--- src/rtl/bcd_to_7seg.sv ---
`default_nettype none
// ============================================================================
// Module   : bcd_to_7seg
// Purpose  : Registered BCD / hex to seven-segment decoder for one display
//            digit. The pattern for the code sampled on a rising clock edge
//            appears on the outputs straight from flops after that edge.
//            Codes 10-15 either blank the digit and raise 'invalid'
//            (HEX_EN=0) or are shown as the glyphs A b C d E F (HEX_EN=1).
// Params   : ACTIVE_LOW - 1: lit segment driven 0 (common anode)
//                         0: lit segment driven 1 (common cathode)
//            HEX_EN     - 0: blank codes 10-15; 1: show hex glyphs
// Ports    : clk     - system clock, rising edge
//            rst     - asynchronous active-high reset, outputs blank
//            bcd     - 4-bit code to display
//            seg     - segment drive, {a,b,c,d,e,f,g} = seg[6:0]
//            invalid - code was 10-15 while HEX_EN=0
// Revision : 1.0 - initial release
// ============================================================================
module bcd_to_7seg #(
    parameter int ACTIVE_LOW = 1,
    parameter int HEX_EN     = 0
) (
    input  logic       clk,
    input  logic       rst,
    input  logic [3:0] bcd,
    output logic [6:0] seg,
    output logic       invalid
);

    // Lit patterns, 1 = segment on, bit order abcdefg.
    localparam logic [6:0] C_LIT_0     = 7'b1111110;
    localparam logic [6:0] C_LIT_1     = 7'b0110000;
    localparam logic [6:0] C_LIT_2     = 7'b1101101;
    localparam logic [6:0] C_LIT_3     = 7'b1111001;
    localparam logic [6:0] C_LIT_4     = 7'b0110011;
    localparam logic [6:0] C_LIT_5     = 7'b1011011;
    localparam logic [6:0] C_LIT_6     = 7'b1011111;
    localparam logic [6:0] C_LIT_7     = 7'b1110000;
    localparam logic [6:0] C_LIT_8     = 7'b1111111;
    localparam logic [6:0] C_LIT_9     = 7'b1111011;
    localparam logic [6:0] C_LIT_A     = 7'b1110111;
    localparam logic [6:0] C_LIT_B     = 7'b0011111;
    localparam logic [6:0] C_LIT_C     = 7'b1001110;
    localparam logic [6:0] C_LIT_D     = 7'b0111101;
    localparam logic [6:0] C_LIT_E     = 7'b1001111;
    localparam logic [6:0] C_LIT_F     = 7'b1000111;
    localparam logic [6:0] C_LIT_BLANK = 7'b0000000;

    // Blank as seen on the pins: all segments off in the chosen polarity.
    localparam logic [6:0] C_SEG_BLANK = (ACTIVE_LOW != 0) ? ~C_LIT_BLANK : C_LIT_BLANK;

    logic [6:0] w_lit_all;   // glyph for every code, hex included
    logic       w_is_hex;    // code is 10-15
    logic [6:0] w_lit;       // glyph after the BCD-mode blanking rule
    logic       w_invalid;
    logic [6:0] w_seg;       // glyph in pin polarity
    logic [6:0] r_seg;
    logic       r_invalid;

    // All 16 codes are listed, so every X-free input has a defined glyph.
    always_comb begin
        w_lit_all = C_LIT_BLANK;
        case (bcd)
            4'h0: w_lit_all = C_LIT_0;
            4'h1: w_lit_all = C_LIT_1;
            4'h2: w_lit_all = C_LIT_2;
            4'h3: w_lit_all = C_LIT_3;
            4'h4: w_lit_all = C_LIT_4;
            4'h5: w_lit_all = C_LIT_5;
            4'h6: w_lit_all = C_LIT_6;
            4'h7: w_lit_all = C_LIT_7;
            4'h8: w_lit_all = C_LIT_8;
            4'h9: w_lit_all = C_LIT_9;
            4'hA: w_lit_all = C_LIT_A;
            4'hB: w_lit_all = C_LIT_B;
            4'hC: w_lit_all = C_LIT_C;
            4'hD: w_lit_all = C_LIT_D;
            4'hE: w_lit_all = C_LIT_E;
            4'hF: w_lit_all = C_LIT_F;
        endcase
    end

    assign w_is_hex = (bcd >= 4'd10);

    // In BCD mode the hex glyphs are suppressed and flagged instead.
    generate
        if (HEX_EN != 0) begin : g_hex_on
            assign w_lit     = w_lit_all;
            assign w_invalid = 1'b0;
        end else begin : g_hex_off
            assign w_lit     = w_is_hex ? C_LIT_BLANK : w_lit_all;
            assign w_invalid = w_is_hex;
        end
    endgenerate

    generate
        if (ACTIVE_LOW != 0) begin : g_active_low
            assign w_seg = ~w_lit;
        end else begin : g_active_high
            assign w_seg = w_lit;
        end
    endgenerate

    // Outputs come straight from these flops so the pins never glitch.
    always_ff @(posedge clk or posedge rst) begin
        if (rst) begin
            r_seg     <= C_SEG_BLANK;
            r_invalid <= 1'b0;
        end else begin
            r_seg     <= w_seg;
            r_invalid <= w_invalid;
        end
    end

    assign seg     = r_seg;
    assign invalid = r_invalid;

endmodule
`default_nettype wire

--- config.mk ---
export PLATFORM = sky130hd
export DESIGN_NAME = bcd_to_7seg
export DESIGN_NICKNAME = d
export VERILOG_FILES = /design/src/rtl/bcd_to_7seg.sv
export SDC_FILE = /design/constraint.sdc
export NUM_CORES = 1
export LEC_CHECK = 0
export BUFFER_PORTS_ARGS = -buffer_cell sky130_fd_sc_hd__buf_4
export CORE_AREA = 2 2 39 41
export CTS_CLUSTER_DIAMETER = 30
export DETAILED_ROUTE_END_ITERATION = 8
export DIE_AREA = 0 0 41 43
export PLACE_DENSITY = 0.59
export SETUP_SLACK_MARGIN = 0.2
export SLEW_MARGIN = 25
export SYNTH_ARGS = -nofsm -noshare
export SYNTH_HDL_FRONTEND = slang
export SYNTH_SLANG_ARGS = --single-unit
--- constraint.sdc ---
create_clock -name clk -period 0.8 [get_ports clk]
set_input_delay 0.08 -clock clk [delete_from_list [all_inputs] [get_ports clk]]
set_output_delay 0.08 -clock clk [all_outputs]
set_load 0.05 [all_outputs]
==> results.yml <==
setup_path:
  startpoint_type: "flop"
  cp_num_buf_inv: 1
  cp_cell_sequence: "buf_8"
  critical_path_class: "reg2out"
  arrival_ns: 0.92
  crit_path_top_delay_cell: "dfstp_2"
  slowest_delay_ns: 0.53
  setup.worst_path.start: "seg[6]"
  critPathMaxFanout: 1
  end_kind: "output port"
  worstPathRequired_ns: 0.72
  cpLargestDelayFamily: "flip-flops"
synthesis:
  syn-num-nets: 55
  synth_top_area_share_pct: 40.4
  synthArstFlopShare_pct: 100
  synth_edf_count: 0
  synth_cell_types: 19
  synthCells: 43
  yosysTopAreaCell: "dfstp_2"
  synthTopCellsByCount: "dfstp_2 (7), ha_1 (6), inv_1 (6), o21ai_0 (4), nand2_1 (3)"
  synthTopCellsByArea: "dfstp_2 (40%), ha_1 (16%), dfrtp_1 (5.5%)"
  netlist_area_sq_um: 455
  yosysMostFrequentCell: "dfstp_2"
  postSynthRegisterBits: 8
  avgSynthCellArea_sq_um: 10.6
  synthFlopType: "dfstp_2"
  yosysSeqAreaShare_pct: 45.9
  yosys_warnings: 0
sta:
  tightest_slew_ns: 0.264
  fin_crit_sh_pct: 125
  hold_violations: 7
  hold_ws_ns: -0.0745
  rsz0062_at_grt: "true"
  setup_viol: 9
  min_period_ns: 0.997
  fin_tns_setup_ns: -1.46
  fin_ws_ns: -0.197
  clock.fmax_ghz: 1.00
  drv_slew: 0
  max-slew-margin-rel_pct: 82.3
detailed_routing:
  drt-total-wl_um: 938
  num_vias: 408
  drc: 0
  avgViaCountPerCell: 4.74
  wl_per_cell_um: 10.9
  antenna_left: 0
  drt-pass1-iter-count: 2
  drt-initial-drc-count: 1
outcome:
  status: "complete, but fails checks"
  violations: "hold timing, setup timing"
placed_design:
  portBuffers: 13
  dp_hpwl_um: 732
  dp_slack_ns: -0.341
  gp_congestion: 0.764
  dp.cells: 81
pwr:
  p_per_area_nw_per_um2: 1480
  peakVddDrop_uv: 472
  combPwrFrac_pct: 37.1
  p_leak_uw: 0.000368
  switching_share_pct: 30.9
  switchingPower_uw: 395
  power.internal_uw: 882
  clock_power_share_pct: 24.9
  totalPowerFinal_uw: 1280
  power_frac_seq_pct: 38.0
finish:
  area_growth_syn_to_layout_pct: 89.6
  drive_gt1_share_pct: 65.7
  final_cells: 86
  diodes: 0
  post-route-util_pct: 62.4
  finish.net_count: 83
global_routing:
  antenna_found_initial: 0
  grt_pass1_vias: 409
  grt-ovfl-total: 0
  grt.total_usage_pct: 13.7
  grt_max_degree: 14
  grt_pass1_wl_um: 1660
cts:
  cts-root-buf: "clkbuf_4"
  cts.path.max_buffers: 2
  cts_tree: "done"
  h-tree-depth: 1
  clock-sinks: 8
  cts.clk_slew.worst_paths_ns: 0.06
  cts_buffers: 3
  cts_setup_buffers: 0
  cts_hold_buf: 1
floorplanning:
  fp.dieArea_sq_um: 1760
  initial_core_util_pct: 32.9
  num_rows: 14
  fp.coreArea_sq_um: 1380
  die_h_um: 43
  io_pins: 14
  die_x_um: 41
hold_path:
  hold_path.class: "in2async"
run:
  cap_violations: 0
==> flip-flops by register name (all words and copies together), names as in the netlist <==
name	cells
seg	7
invalid	1
==> worst max path at each step <==
stage | to | slack (ns) | cells after the start
3_5_place_dp | seg[2] | -0.34 | 5
4_1_cts | seg[1] | -0.21 | 1
2_1_floorplan | seg[2] | -0.25 | 4
3_3_place_gp | seg[2] | -0.32 | 5
6_report | seg[6] | -0.20 | 1
5_1_grt | seg[5] | -0.23 | 1
==> placed cells by master (no fill, tap or decap) <==
master,count
o21ai_2,1
dfrtp_2,1
buf_6,5
o32a_1,1
buf_8,7
a31oi_1,2
nor3_1,2
nor2b_1,1
or3b_2,1
buf_12,2
inv_1,3
clkbuf_4,3
nor2_1,1
inv_6,1
or2_0,1
o21ai_0,3
nor4b_4,1
buf_4,9
dfstp_2,7
ha_4,4
a32oi_1,1
nand2b_4,1
clkbuf_1,1
nand2_1,3
or4b_4,1
o311a_1,1
ha_1,2
inv_4,1
clkinvlp_4,1
nand2b_1,1
dlygate4sd3_1,1
==> power by group through the flow <==
stage | combinational (uW) | sequential [uW] | clock (uW)
6_report | 474 | 486 | 317
4_1_cts | 463 | 487 | 327
3_3_place_gp | 357 | 477 | 0
2_1_floorplan | 88.6 | 612 | 0
3_5_place_dp | 360 | 479 | 0
5_1_grt | 506 | 489 | 355
==> layout make-up <==
type	count	area [sq um]
sequential	8	210
multi-input combinational	28	294
timing repair buffer	24	279
tap	16	20.0
inverter	6	33.8
clock buffer	4	26.3
fill	122	520
==> metrics by stage <==
stage / area (sq um) / hold WS [ns]
after CTS: 848 / 0.0169
after global routing: 863 / -0.0520
final: 863 / -0.0745
after detailed placement: 658 / 0.0375
after floorplan: 469 / -0.109
after global placement: 658 / 0.0329
==> repair_timing <==
action,4_1_cts,5_1_grt
gates resized for setup,37,4
endpoints found under the hold margin,1,7
pin swaps,4,1
setup endpoints to repair,14,15
gates cloned,0,0
==> layer usage <==
layer  share of wire, %  global-route usage (%)
met5                  0                       0
met4                  0                    6.00
met3                6.4                    1.57
met2                 60                    25.0
met1                 34                    14.3
==> logic make-up after synthesis <==
family | after synthesis | share of synthesized area [%]
buffers and inverters | 7 | 5.77
adder cells (fa/ha/maj) | 6 | 16.5
flip-flops | 8 | 45.9
AO/OA/AOI/OAI | 9 | 13.5
AND/OR/NAND/NOR | 13 | 18.4
(Power assumes the default switching activity.)
